$ cat src/rtl/agc_spi_masters.sv
// Two independent SPI mode-0 masters: a 16-bit write-only display channel with
// active-low chip select, and an 8-bit full-duplex general channel.
module agc_spi_chan #(
  parameter int N           = 8,
  parameter int HALF_PERIOD = 2
) (
  input  logic         raw_clk,
  input  logic         reset,
  input  logic         start,
  input  logic [N-1:0] data_tx,
  input  logic         miso,
  output logic         busy,
  output logic         sclk,
  output logic         mosi,
  output logic [N-1:0] data_rx
);
  localparam int HW = (HALF_PERIOD > 1) ? $clog2(HALF_PERIOD) : 1;
  localparam int BW = $clog2(N);

  typedef enum logic [1:0] {IDLE, SHIFT, TAIL} state_t;
  state_t state, state_nxt;

  logic          armed;
  logic [HW-1:0] hcnt;
  logic [BW-1:0] bit_idx;
  logic [N-2:0]  tx_sh;   // MSB goes straight to mosi at acceptance
  logic [N-1:0]  rx_sh;
  logic          half_done, accept;

  assign half_done = (hcnt == HW'(HALF_PERIOD - 1));
  assign accept    = (state == IDLE) && armed && start;
  assign busy      = (state != IDLE);

  always_ff @(posedge raw_clk) begin
    if (reset) state <= IDLE;
    else       state <= state_nxt;
  end

  always_comb begin
    state_nxt = state;
    case (state)
      IDLE:    if (accept) state_nxt = SHIFT;
      SHIFT:   if (half_done && sclk && bit_idx == '0) state_nxt = TAIL;
      TAIL:    if (half_done) state_nxt = IDLE;
      default: state_nxt = IDLE;
    endcase
  end

  always_ff @(posedge raw_clk) begin
    if (reset) begin
      armed   <= 1'b1;
      hcnt    <= '0;
      bit_idx <= '0;
      tx_sh   <= '0;
      rx_sh   <= '0;
      sclk    <= 1'b0;
      mosi    <= 1'b0;
      data_rx <= '0;
    end else begin
      case (state)
        IDLE: begin
          hcnt <= '0;
          if (!start) armed <= 1'b1;
          if (accept) begin
            armed   <= 1'b0;
            tx_sh   <= data_tx[N-2:0];
            bit_idx <= BW'(N - 1);
            mosi    <= data_tx[N-1];
          end
        end
        SHIFT: begin
          if (half_done) begin
            hcnt <= '0;
            sclk <= ~sclk;
            // Rising edge samples miso; falling edge advances mosi unless last bit
            if (!sclk) rx_sh <= {rx_sh[N-2:0], miso};
            else if (bit_idx != '0) begin
              bit_idx <= bit_idx - 1'b1;
              tx_sh   <= tx_sh << 1;
              mosi    <= tx_sh[N-2];
            end
          end else begin
            hcnt <= hcnt + HW'(1);
          end
        end
        TAIL: begin
          if (half_done) begin
            hcnt    <= '0;
            mosi    <= 1'b0;
            data_rx <= rx_sh;
          end else begin
            hcnt <= hcnt + HW'(1);
          end
        end
        default: ;
      endcase
    end
  end
endmodule

module agc_spi_masters #(
  parameter int HALF_PERIOD = 2
) (
  input  logic        raw_clk,
  input  logic        reset,
  input  logic        disp_start,
  input  logic [15:0] disp_data_tx,
  output logic        disp_busy,
  output logic        disp_cs,
  output logic        disp_sclk,
  output logic        disp_mosi,
  input  logic        spi_start,
  input  logic [7:0]  spi_data_tx,
  output logic [7:0]  spi_data_rx,
  output logic        spi_busy,
  output logic        spi_sclk,
  output logic        spi_mosi,
  input  logic        spi_miso
);
  logic [15:0] disp_rx_unused;

  agc_spi_chan #(.N(16), .HALF_PERIOD(HALF_PERIOD)) u_disp (
    .raw_clk(raw_clk), .reset(reset), .start(disp_start), .data_tx(disp_data_tx),
    .miso(1'b0), .busy(disp_busy), .sclk(disp_sclk), .mosi(disp_mosi),
    .data_rx(disp_rx_unused)
  );

  // Chip select spans the whole busy window, including the tail
  assign disp_cs = ~disp_busy;

  agc_spi_chan #(.N(8), .HALF_PERIOD(HALF_PERIOD)) u_spi (
    .raw_clk(raw_clk), .reset(reset), .start(spi_start), .data_tx(spi_data_tx),
    .miso(spi_miso), .busy(spi_busy), .sclk(spi_sclk), .mosi(spi_mosi),
    .data_rx(spi_data_rx)
  );
endmodule

$ cat config.mk
export PLATFORM = sky130hd
export DESIGN_NAME = agc_spi_masters
export DESIGN_NICKNAME = d
export VERILOG_FILES = /design/src/rtl/agc_spi_masters.sv
export SDC_FILE = /design/constraint.sdc
export NUM_CORES = 1
export LEC_CHECK = 0
export CAP_MARGIN = 20
export CORE_MARGIN = 2
export CORE_UTILIZATION = 26
export DETAILED_ROUTE_END_ITERATION = 16
export DONT_BUFFER_PORTS = 1
export PLACE_DENSITY = 0.38
export REMOVE_ABC_BUFFERS = 1
export SYNTH_ARGS = -nofsm -noshare
export SYNTH_HDL_FRONTEND = slang
export SYNTH_SLANG_ARGS = --single-unit
$ cat constraint.sdc
create_clock -name raw_clk -period 1.9 [get_ports raw_clk]
set_clock_uncertainty 0.05 [all_clocks]
set_input_delay 0.38 -clock raw_clk [delete_from_list [all_inputs] [get_ports raw_clk]]
set_output_delay 0.38 -clock raw_clk [all_outputs]
set_load 0.01 [all_outputs]
; ---- Yosys cells after proc, flatten, opt, wreduce, memory -nomap -nowiden
; Cells that the tools add are included.
[totals]
register_bits = 57
latchBits = 0
ram_bits = 0
rom_bits = 0
input_bits = 29
out_inout_bits = 15
elab_cells = 125
memories = 0
[op_classes]
add_sub_neg = 4
mul = 0
n_div = 0
magnitude_cmp = 0
n_eq_ne = 18
n_shift = 0
muxes = 48
bitwise = 3
n_reduce_logical = 36
[ops]
columns = op, count
row1 = $mux 15, 4
row2 = $pmux 15 s2, 1
row3 = $mux 7, 4
row4 = $ne 2x1->1 const B, 14
row5 = $mux 1, 16
row6 = $mux 4, 4
row7 = $pmux 7 s2, 1
row8 = $mux 2, 6
row9 = $mux 3, 4
row10 = $pmux 2 s3, 2
row11 = $reduce_and 6->1, 2
row12 = $reduce_bool 2->1, 6
row13 = $reduce_and 2->1, 5
row14 = $reduce_and 5->1, 2
row15 = $reduce_and 3->1, 3
row16 = $reduce_bool 3->1, 3
row17 = $logic_and 1x1->1, 8
row18 = $pmux 4 s2, 1
row19 = $pmux 1 s3, 2
row20 = $pmux 3 s2, 1
row21 = $eq 2x1->1 const B, 2
row22 = $eq 2x2->1 const B, 2
row23 = $logic_not 2->1, 2
row24 = $logic_not 4->1, 1
row25 = 8 further kinds, 13

; ---- Depth between registers and ports, before layout
[depth]
word_depth = 5
mapped_depth = 8
depth_no_buf = 6

; ---- Cells and area by module
; A second synthesis with hierarchy kept.
[unflattened]
hier_cells = 433
hier_area_um2 = 3851.2
[modules_own_cells]
columns = mod, n_inst, cells_each, area_per_inst_um2, seq_area_each_um2
row1 = agc_spi_chan (u_disp), 1, 277, 2418.6, 1141.1
row2 = agc_spi_chan (u_spi), 1, 154, 1425.1, 640.6
row3 = agc_spi_masters, 1, 2, 7.5, 0.0

; ---- Least setup slack after synthesis
; OpenSTA, ideal clock, no wires.
[synth_path]
path_type = flip-flop to flip-flop
from = register u_disp.state[0]
to = register u_disp.tx_sh[10]
setup_ns = 0.138
t_arrival_ns = 1.727
required_time_ns = 1.712
slack_ns = -0.016
stages_incl_launch_ff = 7
n_path_buf = 1
synth_period_minus_slack_ns = 1.916
path_cell_list = dfxtp_1 inv_1 ha_1 a21boi_1 a2111oi_4 buf_2 a211oi_1
[synth_between]
elab_chain_cells = 5
word_cells_on_any_way = 11
cone_classes = eq/ne (5) / mux (1) / reduce/logical (5)
[synth_lines]
columns = item, line_no
row1 = start: declaration, 21  ; state_t state, state_nxt;
row2 = start signal: assignment, 36  ; else state <= state_nxt;
row3 = $logic_not 2->1, "31, 60"
row4 = $logic_and 1x1->1 (2 in a row), 31  ; assign accept = (state == IDLE) && armed && start;
row5 = $ne 2x1->1 (no line), -
row6 = $reduce_and 5->1 (no line), -
row7 = end signal: assignment, 66  ; tx_sh <= data_tx[N-2:0];
row8 = end signal: assignment, 79  ; tx_sh <= tx_sh << 1;
row9 = end: declaration, 26  ; logic [N-2:0] tx_sh;
; Several ways; a longest one is shown, not always the timed one.
; A chain may end at the register's enable or synchronous reset.

; ---- Final worst setup path
[layout_path]
from = register u_disp.state[1]
to = register u_disp.tx_sh[12]
; Same word-level chain as after synthesis.

==> reports/qor.yml <==
antenna_cells: 0
fp.coreArea_um2: 10200
cts_buffers: 9
port_buffers: 0
yosysUniqueCellTypes: 42
ios: 44
synth_top_area_share_pct: 42.6
busiest_layer: "met2"
totalWireLength_um: 6380
fp.dieArea_um2: 11100
cts_sinks: 57
synth_warnings: 0
crit_path_end_kind: "flip-flop"
post-route-worst-setup-slack_ns: 0.0630
ant_nets: 0
p_leak_nw: 1.29
initial_core_util_pct: 26.3
cts_tree: "yes"
wl_per_cell_um: 14.0
clock_latency_ns: 0.34
maxCapViolCount: 0
maxSlewHeadroom_pct: 73.7
overflow: 0
place_congestion: 0.706
worstPathMaxFanout: 4
synth-seq-cells: 57
syn_area_per_cell_um2: 9.18
die_y_um: 106
setup_viol: 0
htreeDepth: 3
setup.worst_path.class: "flip-flop to flip-flop"
grtUsageMet2_pct: 16.3
ys_seq_area_share_pct: 42.6
min_period_over_period_pct: 96.7
period_needed_ns: 1.84
grt_max_degree: 58
synth_area_leaders: "dfxtp_1, mux2i_1, a211oi_1, ha_1, a21oi_1"
vias: 2125
worstMarginPinSlew_ns: 0.393
drtIter0Drc: 73
clock-root-buffer: "clkbuf_8"
synthFlopType: "dfxtp_1"
yosys.area.top_type: "dfxtp_1"
post-place-ws_ns: 0.0116
outcome: "finished, final reports clean"
grt_pass1_vias: 1993
num_rows: 37
slew_viol_final: 0
hold_buffers: 0
worst_setup_path_start_kind: "flip-flop"
power_density_nw_per_um2: 1520
area_growth_pct: 24.7
power_mw: 5.09
vdd_drop_max_mv: 0.506
hold_viol_final: 0
hpwl_um: 3970
yosys.cell_count.top_type: "dfxtp_1"
drc_errors: 0
synth-edff-count: 0
drive_gt1_share_pct: 20.9
grt.total_usage_pct: 11.5
die_x_um: 106
hold_ws_ns: 0.0485
worstHoldPathType: "input pin to flip-flop"
grt_util_met1_pct: 15.3
max_freq_mhz: 544
clkTransAtPathRegs_ns: 0.07
drtPass1Iterations: 4
synth_cells: 292
required_ns: 2.12
setup_tns_ns: 0
grt_first_pass_wirelength_um: 10200
via_per_inst: 4.66
nets: 356
grt_util_met3_pct: 4.21
synth_area_um2: 2680
synth_common_cells: "dfxtp_1, nor2_1, mux2i_1"
antenna_found_initial: 0
ctsLongestPathBuffers: 2
cp.arrival_ns: 2.06
async_flop_share_pct: 0
kinds of logic (layout without fill, tap and decap cells):
family	Yosys count	after routing	share of synthesized area, %
flip-flops	57	57	42.6
multiplexers	29	29	10.8
adder cells (fa/ha/maj)	12	12	5.60
AO/OA/AOI/OAI	73	73	19.0
AND/OR/NAND/NOR	88	88	16.4
XOR/XNOR	1	1	0.327
buffers and inverters	32	60	5.27
placed cells by master, fill, tap and decap left out, types with 4 or more instances in the layout:
cell and n:
a211oi_1 21, a21oi_1 25, a311oi_1 4, a31oi_1 4, buf_4 22, clkbuf_8 10, dfxtp_1 53, ha_1 9
inv_1 12, mux2i_1 29, nand2_1 20, nand3_1 9, nor2_1 30, nor2b_1 5, o21ai_0 4
registers in the layout, summed over array words and instances (netlist names):
name              cells
u_spi.mosi            1
u_spi.data_rx         8
u_disp.armed          1
u_spi.sclk            1
u_disp.tx_sh         15
u_disp.state          2
u_spi.rx_sh           8
u_disp.sclk           1
u_disp.mosi           1
u_spi.bit_idx         3
u_spi.tx_sh           7
u_disp.bit_idx        4
u_spi.armed           1
u_spi.state           2
u_spi.half_done       1
u_disp.half_done      1
path summary, 6_finish.rpt:
| path | startpoint | cells past startpoint | slack, ns | end |
|---|---|---|---|---|
| worst min-delay path | reset | 1 | 0.05 | u_spi.data_rx[2] |
| worst max-delay path | u_disp.state[1] | 10 | 0.06 | u_disp.tx_sh[12] |
| worst min register to register | u_disp.bit_idx[0] | 1 | 0.41 | u_disp.bit_idx[0] |
| worst max register to register | u_disp.state[1] | 10 | 0.06 | u_disp.tx_sh[12] |
worst max-delay path, cell delays in order, from the launching register on:
cell,delay [ns]
dfxtp_4,0.35
inv_4,0.08
ha_4,0.15
buf_6,0.11
nor2_2,0.05
a2111oi_4,0.37
buf_6,0.19
clkbuf_16,0.14
buf_4,0.09
nor2_1,0.04
a211oi_2,0.17
through the flow:
step / util, % / cell area (um^2) / std cells
after global placement: 28.6 / 2910 / 429
after floorplan: - / 2600 / 275
after global routing: 32.8 / 3340 / 456
after CTS: 30.8 / 3140 / 445
final: 32.8 / 3340 / 456
after detailed placement: 28.6 / 2910 / 429
metal layers:
metal	vias up	wire length, um
li1	1092	-
met1	994	3220
met2	29	2780
met3	10	280
met4	0	104
met5	-	0
what timing repair did:
item                                    in CTS  in global routing
gates resized for setup                      0                 21
setup buffers                                0                  8
endpoints found under the setup margin       0                 29
area by class of cell:
| cell class | count | area (um^2) |
|---|---|---|
| Fill cell | 1081 | 6840 |
| Multi-Input combinational cell | 203 | 1450 |
| Sequential cell | 57 | 1150 |
| Timing Repair Buffer | 29 | 294 |
| Tap cell | 136 | 170 |
| Clock buffer | 10 | 138 |
| Clock inverter | 6 | 88.8 |
| Inverter | 15 | 58.8 |
power by group:
part | total [mW] | internal [mW] | leakage [nW] | switching [mW]
clock | 1.31 | 0.776 | 0.109 | 0.534
sequential | 1.65 | 1.46 | 0.469 | 0.190
combinational | 2.13 | 1.12 | 0.716 | 1.01
Power figures use the tool's default switching activity.
